### src/rtl/fs_score_if.sv
// Handshake and data bundle between a corner-detector front end and the score engine.
// Signal names follow the engine's documented port list so waveforms read the same.
interface fs_score_if #(
  parameter int PIX_W  = 8,
  parameter int CIRCLE = 16,
  parameter int ADDR_W = 15
);
  logic                    inValid;
  logic                    inReady;
  logic                    isCorner;
  logic [ADDR_W-1:0]       refAddr;
  logic [PIX_W-1:0]        refPixel;
  logic [CIRCLE*PIX_W-1:0] adjPixel;
  logic [PIX_W-1:0]        thres;
  logic                    outValid;
  logic                    outReady;
  logic [ADDR_W-1:0]       outAddr;
  logic [PIX_W-1:0]        scoreValue;
  logic                    wren;

  modport master (
    output inValid, isCorner, refAddr, refPixel, adjPixel, thres, outReady,
    input  inReady, outValid, outAddr, scoreValue, wren
  );

  modport slave (
    input  inValid, isCorner, refAddr, refPixel, adjPixel, thres, outReady,
    output inReady, outValid, outAddr, scoreValue, wren
  );
endinterface

### src/rtl/fs_score_engine.sv
// FAST corner score: scans every start position of an ARC-long circular window and keeps the
// largest bright/dark minimum difference, one start per clock.
module fs_score_engine #(
  parameter int PIX_W  = 8,
  parameter int CIRCLE = 16,
  parameter int ARC    = 9,
  parameter int ADDR_W = 15
) (
  input logic      clk,
  input logic      rst_n,
  fs_score_if.slave bus
);
  localparam int SW = (CIRCLE > 1) ? $clog2(CIRCLE) : 1;

  typedef enum logic [1:0] {IDLE, SCAN, OUT} state_t;

  state_t            state_q;
  logic [SW-1:0]     s_q;
  logic [PIX_W-1:0]  best_q, best_d;
  logic [PIX_W-1:0]  ref_q, thres_q;
  logic [PIX_W-1:0]  adj_q [CIRCLE];
  logic [PIX_W-1:0]  adj_in [CIRCLE];
  logic [ADDR_W-1:0] addr_q;
  logic [PIX_W-1:0]  score_q;
  logic              in_ready_q, out_valid_q, wr_en_q;
  logic [PIX_W-1:0]  bright_k [ARC];
  logic [PIX_W-1:0]  dark_k [ARC];
  logic [PIX_W-1:0]  bright_min, dark_min;
  logic              best_gt;

  genvar gi;
  generate
    for (gi = 0; gi < CIRCLE; gi++) begin : g_unpack
      assign adj_in[gi] = bus.adjPixel[gi*PIX_W +: PIX_W];
    end

    for (gi = 0; gi < ARC; gi++) begin : g_arc
      logic [SW:0]      sum;
      logic [SW-1:0]    idx;
      logic [PIX_W-1:0] pix;
      assign sum = {1'b0, s_q} + (SW+1)'(gi);
      // Single conditional subtract is enough: s < CIRCLE and gi < CIRCLE.
      assign idx = (sum >= (SW+1)'(CIRCLE)) ? SW'(sum - (SW+1)'(CIRCLE)) : sum[SW-1:0];
      assign pix = adj_q[idx];
      assign bright_k[gi] = (pix > ref_q) ? pix - ref_q : '0;
      assign dark_k[gi]   = (ref_q > pix) ? ref_q - pix : '0;
    end
  endgenerate

  always_comb begin
    bright_min = '1;
    dark_min   = '1;
    for (int k = 0; k < ARC; k++) begin
      if (bright_k[k] < bright_min) bright_min = bright_k[k];
      if (dark_k[k] < dark_min)     dark_min   = dark_k[k];
    end
    best_d = best_q;
    if (bright_min > best_d) best_d = bright_min;
    if (dark_min > best_d)   best_d = dark_min;
    best_gt = (best_d > thres_q);
  end

  always_ff @(posedge clk) begin
    if (!rst_n) begin
      state_q     <= IDLE;
      s_q         <= '0;
      best_q      <= '0;
      in_ready_q  <= 1'b1;
      out_valid_q <= 1'b0;
      score_q     <= '0;
      addr_q      <= '0;
      wr_en_q     <= 1'b0;
    end else begin
      case (state_q)
        IDLE: begin
          if (bus.inValid) begin
            ref_q      <= bus.refPixel;
            adj_q      <= adj_in;
            thres_q    <= bus.thres;
            addr_q     <= bus.refAddr;
            best_q     <= '0;
            s_q        <= '0;
            in_ready_q <= 1'b0;
            if (bus.isCorner) begin
              state_q <= SCAN;
            end else begin
              state_q     <= OUT;
              out_valid_q <= 1'b1;
              score_q     <= '0;
              wr_en_q     <= 1'b0;
            end
          end
        end
        SCAN: begin
          best_q <= best_d;
          s_q    <= s_q + SW'(1);
          if (s_q == SW'(CIRCLE - 1)) begin
            state_q     <= OUT;
            out_valid_q <= 1'b1;
            score_q     <= best_gt ? best_d : '0;
            wr_en_q     <= best_gt;
          end
        end
        OUT: begin
          if (bus.outReady) begin
            state_q     <= IDLE;
            out_valid_q <= 1'b0;
            in_ready_q  <= 1'b1;
            wr_en_q     <= 1'b0;
          end
        end
        default: state_q <= IDLE;
      endcase
    end
  end

  assign bus.inReady    = in_ready_q;
  assign bus.outValid   = out_valid_q;
  assign bus.outAddr    = addr_q;
  assign bus.scoreValue = score_q;
  // Strobe must coincide with the handshake cycle itself, so it is gated by outReady.
  assign bus.wren       = out_valid_q & wr_en_q & bus.outReady;
endmodule

### src/flat_wrapper.sv
// flat-port wrapper written by rule: the top's interface ports become plain ports
module fs_score_engine_flat 
#(
  parameter int PIX_W  = 8,
  parameter int CIRCLE = 16,
  parameter int ARC    = 9,
  parameter int ADDR_W = 15
)
  (clk, rst_n, bus_inValid, bus_isCorner, bus_refAddr, bus_refPixel, bus_adjPixel, bus_thres, bus_outReady, bus_inReady, bus_outValid, bus_outAddr, bus_scoreValue, bus_wren);
  fs_score_if #(.PIX_W(PIX_W), .CIRCLE(CIRCLE), .ADDR_W(ADDR_W)) bus_i ();
  input logic clk;
  input logic rst_n;
  input wire logic [$bits(bus_i.inValid)-1:0] bus_inValid;
  input wire logic [$bits(bus_i.isCorner)-1:0] bus_isCorner;
  input wire logic [$bits(bus_i.refAddr)-1:0] bus_refAddr;
  input wire logic [$bits(bus_i.refPixel)-1:0] bus_refPixel;
  input wire logic [$bits(bus_i.adjPixel)-1:0] bus_adjPixel;
  input wire logic [$bits(bus_i.thres)-1:0] bus_thres;
  input wire logic [$bits(bus_i.outReady)-1:0] bus_outReady;
  output wire logic [$bits(bus_i.inReady)-1:0] bus_inReady;
  output wire logic [$bits(bus_i.outValid)-1:0] bus_outValid;
  output wire logic [$bits(bus_i.outAddr)-1:0] bus_outAddr;
  output wire logic [$bits(bus_i.scoreValue)-1:0] bus_scoreValue;
  output wire logic [$bits(bus_i.wren)-1:0] bus_wren;
  assign bus_i.inValid = bus_inValid;
  assign bus_i.isCorner = bus_isCorner;
  assign bus_i.refAddr = bus_refAddr;
  assign bus_i.refPixel = bus_refPixel;
  assign bus_i.adjPixel = bus_adjPixel;
  assign bus_i.thres = bus_thres;
  assign bus_i.outReady = bus_outReady;
  assign bus_inReady = bus_i.inReady;
  assign bus_outValid = bus_i.outValid;
  assign bus_outAddr = bus_i.outAddr;
  assign bus_scoreValue = bus_i.scoreValue;
  assign bus_wren = bus_i.wren;
  fs_score_engine #(.PIX_W(PIX_W), .CIRCLE(CIRCLE), .ARC(ARC), .ADDR_W(ADDR_W)) u_core (.clk(clk), .rst_n(rst_n), .bus(bus_i));
endmodule
### config.mk
export PLATFORM = sky130hd
export DESIGN_NAME = fs_score_engine_flat
export DESIGN_NICKNAME = d
export VERILOG_FILES = /design/src/rtl/fs_score_if.sv /design/src/rtl/fs_score_engine.sv /design/src/flat_wrapper.sv
export SDC_FILE = /design/constraint.sdc
export NUM_CORES = 1
export LEC_CHECK = 0
export ABC_AREA = 1
export CAP_MARGIN = 20
export CELL_PAD_IN_SITES_DETAIL_PLACEMENT = 1
export CELL_PAD_IN_SITES_GLOBAL_PLACEMENT = 1
export CORE_MARGIN = 2
export CORE_UTILIZATION = 43
export CTS_CLUSTER_SIZE = 14
export DETAILED_ROUTE_END_ITERATION = 12
export GPL_ROUTABILITY_DRIVEN = 1
export PLACE_DENSITY = 0.85
export SLEW_MARGIN = 20
export SYNTH_ARGS = -nofsm -noshare
export SYNTH_HDL_FRONTEND = slang
export SYNTH_SLANG_ARGS = --single-unit
### constraint.sdc
create_clock -name clk -period 20.2 [get_ports clk]
set_input_delay 2.02 -clock clk [delete_from_list [all_inputs] [get_ports clk]]
set_output_delay 2.02 -clock clk [all_outputs]
set_load 0.005 [all_outputs]
==> impl_results.md <==
- Area delta synth->final: 15.5%
- IO Port Bufs: approximately 190
- Ant. Diodes: 0
- Post-synth EDFFs: between 100 and 150
- Synth cell types: 45
- CP max FO: between 80 and 90
- Dominant synthesized flop cell: edfxtp_1
- Min-delay worst type: reg -> reg
- Initial core utilization: between 40% and 50%
- CP required: approximately 21 ns
- Worst R2R Path Depth: roughly 110
- Clk_skew: around 0.015 ns
- Total grt overflow: 0
- Post-route clock period utilization: 93.6%
- Final GP Congestion: between 0.9 and 1
- Most frequent cells in the layout: nand2_1, inv_1, o21ai_0
- Drt via density: approximately 5.7
- Highest Clock Rate: about 53 MHz
- Sequential cell area: a little over 5000 um2
- Dpl ws: -0.608 ns
- CP Class: reg -> reg
- Worst hold path endpoint: u_core.bus.scoreValue[7]$_SDFFE_PN0P_
- Antenna viol nets, final: 0
- Synth Area per Inst: around 6.5 um2
- Top cell type's share of synthesized area: about a fifth
- HPWL after DPL: ~77 mm
- Least-Margin Pin Slew: 1.06 ns
- Slew HR: about 30%
- Worst setup EP type: register
- Syn Inst Count: approximately 3,400
- Async SR Flop Fraction: 0%
- Hold path depth: 2
- Max-cap violations: 0
- Core box area: approximately 50,000 um2
- Overall routing resource usage: between 30% and 40%
- Slowest CP cell: dfxtp_4
- Final min period: 18.92 ns
- DIE AREA: between 50,000 and 60,000 um2
- CP max stage delay: 0.54 ns
- DR vias: 24,081
- Mapped Area: around 22,000 um2
- Die Wd: about 230 um
- Synthesized flop and latch total: ~180
- Status: completed
- Final Setup Violations: 0
- Drt total wl: about 95 mm
- CP arrival: just under 20 ns
- Routed len/inst: 22.4 um
- DRT iter0 DRCs: 1,728
- Min-delay src: u_core.bus.scoreValue[7]$_SDFFE_PN0P_
- Synth warn: 0
- Largest net degree at the start of global routing: 88
- First drt pass iteration count: 5
- Global-route wire length before repair: 142 mm
- Hold Violations, Final: 0
- Number of I/O pins: between 150 and 200
- Fill cells: approximately 6,800
- Num CTS Buffers: 17
- Initial antenna violation count: 0
- Sequential area share after synthesis: between 20 and 25%
- Clock Path Buffers: 2
- Fin area: around 26,000 um2
- CTS root buf: clkbuf_16
- R2r setup slk: 1.28 ns
- Multi-input gate area: 15,300 um2
- Post-Syn Nets: 3,891
- Leading post-synthesis cells by cell area: edfxtp_1, nand2_1, ha_1, o21ai_0, inv_1
- Final WS setup: between 1 and 1.5 ns
- CTS H-tree depth: 4
- DRC: 0
- Clk pin slew, worst setup/hold paths: 0.08 ns
- Crit start category: register
- Clock Sinks: 184
- Cell taking the most area after synthesis: edfxtp_1
- Placed cell area: roughly 25,000 um2
- Most used cell, CP: nand2_1
- Most common cell after layout, fill and taps aside: nand2_1
- Share of cells above drive strength 1: 5.26%
- R2r startpoint: u_core.s_q[0]$_SDFFE_PN0P_
- DIE HEIGHT: roughly 230 um
- Vias in the first global route: 24,252
- Clock latency on the worst-skew pair: between 0.4 and 0.5 ns
- Rows: between 80 and 90
- R2R Path End: u_core.bus.scoreValue[4]$_SDFFE_PN0P_
- CTS tree: done
- Layout net count: roughly 4,000
- Fin. max-slew vios: 0
[per-layer routing]
layer / wire length (um) / track usage [%]
met2: 44700 / 58.5
met1: 40800 / 43.3
met4: 4620 / 14.7
met3: 4980 / 4.44
met5: 0 / 0
[cell type report]
cell class | count | area share (%)
clock buffer | 17 | 1.64
clock inverter | 15 | 0.673
inverter | 427 | 6.24
multi-input combinational | 2689 | 59.2
sequential | 184 | 19.8
tap | 680 | 3.29
timing repair buffer | 240 | 9.15
[cell usage after synthesis (7+ instances only)]
library cell  number
a31oi_1            7
nand3_2           16
o221ai_1           8
edfxtp_1         144
nand2_2           21
xor2_1            47
nand3_1          132
and2_1            17
a32oi_1           55
buf_1             16
ha_1             277
nand2_1         1096
nor3_1            19
a21oi_1          199
nor2_1           245
mux2i_1           16
o21a_1            16
xnor2_1           26
inv_1            417
or2_2             25
a211oi_1          19
clkbuf_1          99
o211ai_1           7
buf_2              8
dfxtp_1           40
clkinv_1           7
buf_4             10
o21ai_0          380
fa_1              18
[how the worst max path moves through the flow]
| stage | to | cells past startpoint | start |
|---|---|---|---|
| finish | u_core.bus.scoreValue[4]$_SDFFE_PN0P_ | 105 | u_core.s_q[0]$_SDFFE_PN0P_ |
| global route | u_core.bus.scoreValue[0]$_SDFFE_PN0P_ | 105 | u_core.s_q[1]$_SDFFE_PN0P_ |
| CTS | u_core.bus.scoreValue[4]$_SDFFE_PN0P_ | 95 | u_core.s_q[0]$_SDFFE_PN0P_ |
| detailed placement | u_core.bus.scoreValue[3]$_SDFFE_PN0P_ | 93 | u_core.s_q[0]$_SDFFE_PN0P_ |
| global placement | u_core.bus.scoreValue[6]$_SDFFE_PN0P_ | 93 | u_core.s_q[0]$_SDFFE_PN0P_ |
| floorplan | u_core.bus.scoreValue[2]$_SDFFE_PN0P_ | 101 | u_core.s_q[0]$_SDFFE_PN0P_ |
[through the flow]
stage	utilization, %	setup TNS (ns)	hold slack (ns)	std cells
finish	50.3	0	0.478	4252
CTS	49.7	0	0.481	4237
floorplan	-	0	0.445	3432
global route	50.3	-1.34	0.497	4252
global placement	48.5	0	0.463	4205
detailed placement	48.5	-5.17	0.471	4205
[logic make-up after synthesis]
family | share of synthesized area [%]
AO/OA/AOI/OAI | 17.7
XOR/XNOR | 2.85
adder cells (fa/ha/maj) | 17.1
buffers and inverters | 9.60
flip-flops | 22.9
multiplexers | 0.715
AND/OR/NAND/NOR | 29.1
[sequential cells by signal, summed over array words and instances (netlist names)]
signal and count:
u_core.adj_q 128, u_core.bus.outAddr 15, u_core.best_q 8, u_core.bus.scoreValue 8, u_core.ref_q 8, u_core.thres_q 8
u_core.s_q 4, u_core.state_q 2, u_core.bus.inReady 1, u_core.bus.outValid 1, u_core.wr_en_q 1
[timing repair]
item                                    in CTS  in global routing
endpoints found under the setup margin       9                 17
hold buffers                                 0                  0
setup buffers                                0                 13
pin swaps                                    0                  4
gates cloned                                 0                  1
gates resized for setup                      8                 70
[worst max-delay path, delay by kind of cell, from the launching register on]
kind,cells,cell delay (ns)
simple gates,47,5.21
flops,1,0.54
fa+ha+maj,12,3.59
buf+inv,17,2.53
compound gates,29,6.84
Power is left out: the tool's default activity adds up to more than one toggle a clock period on the data nets, which glitch-free logic cannot reach.
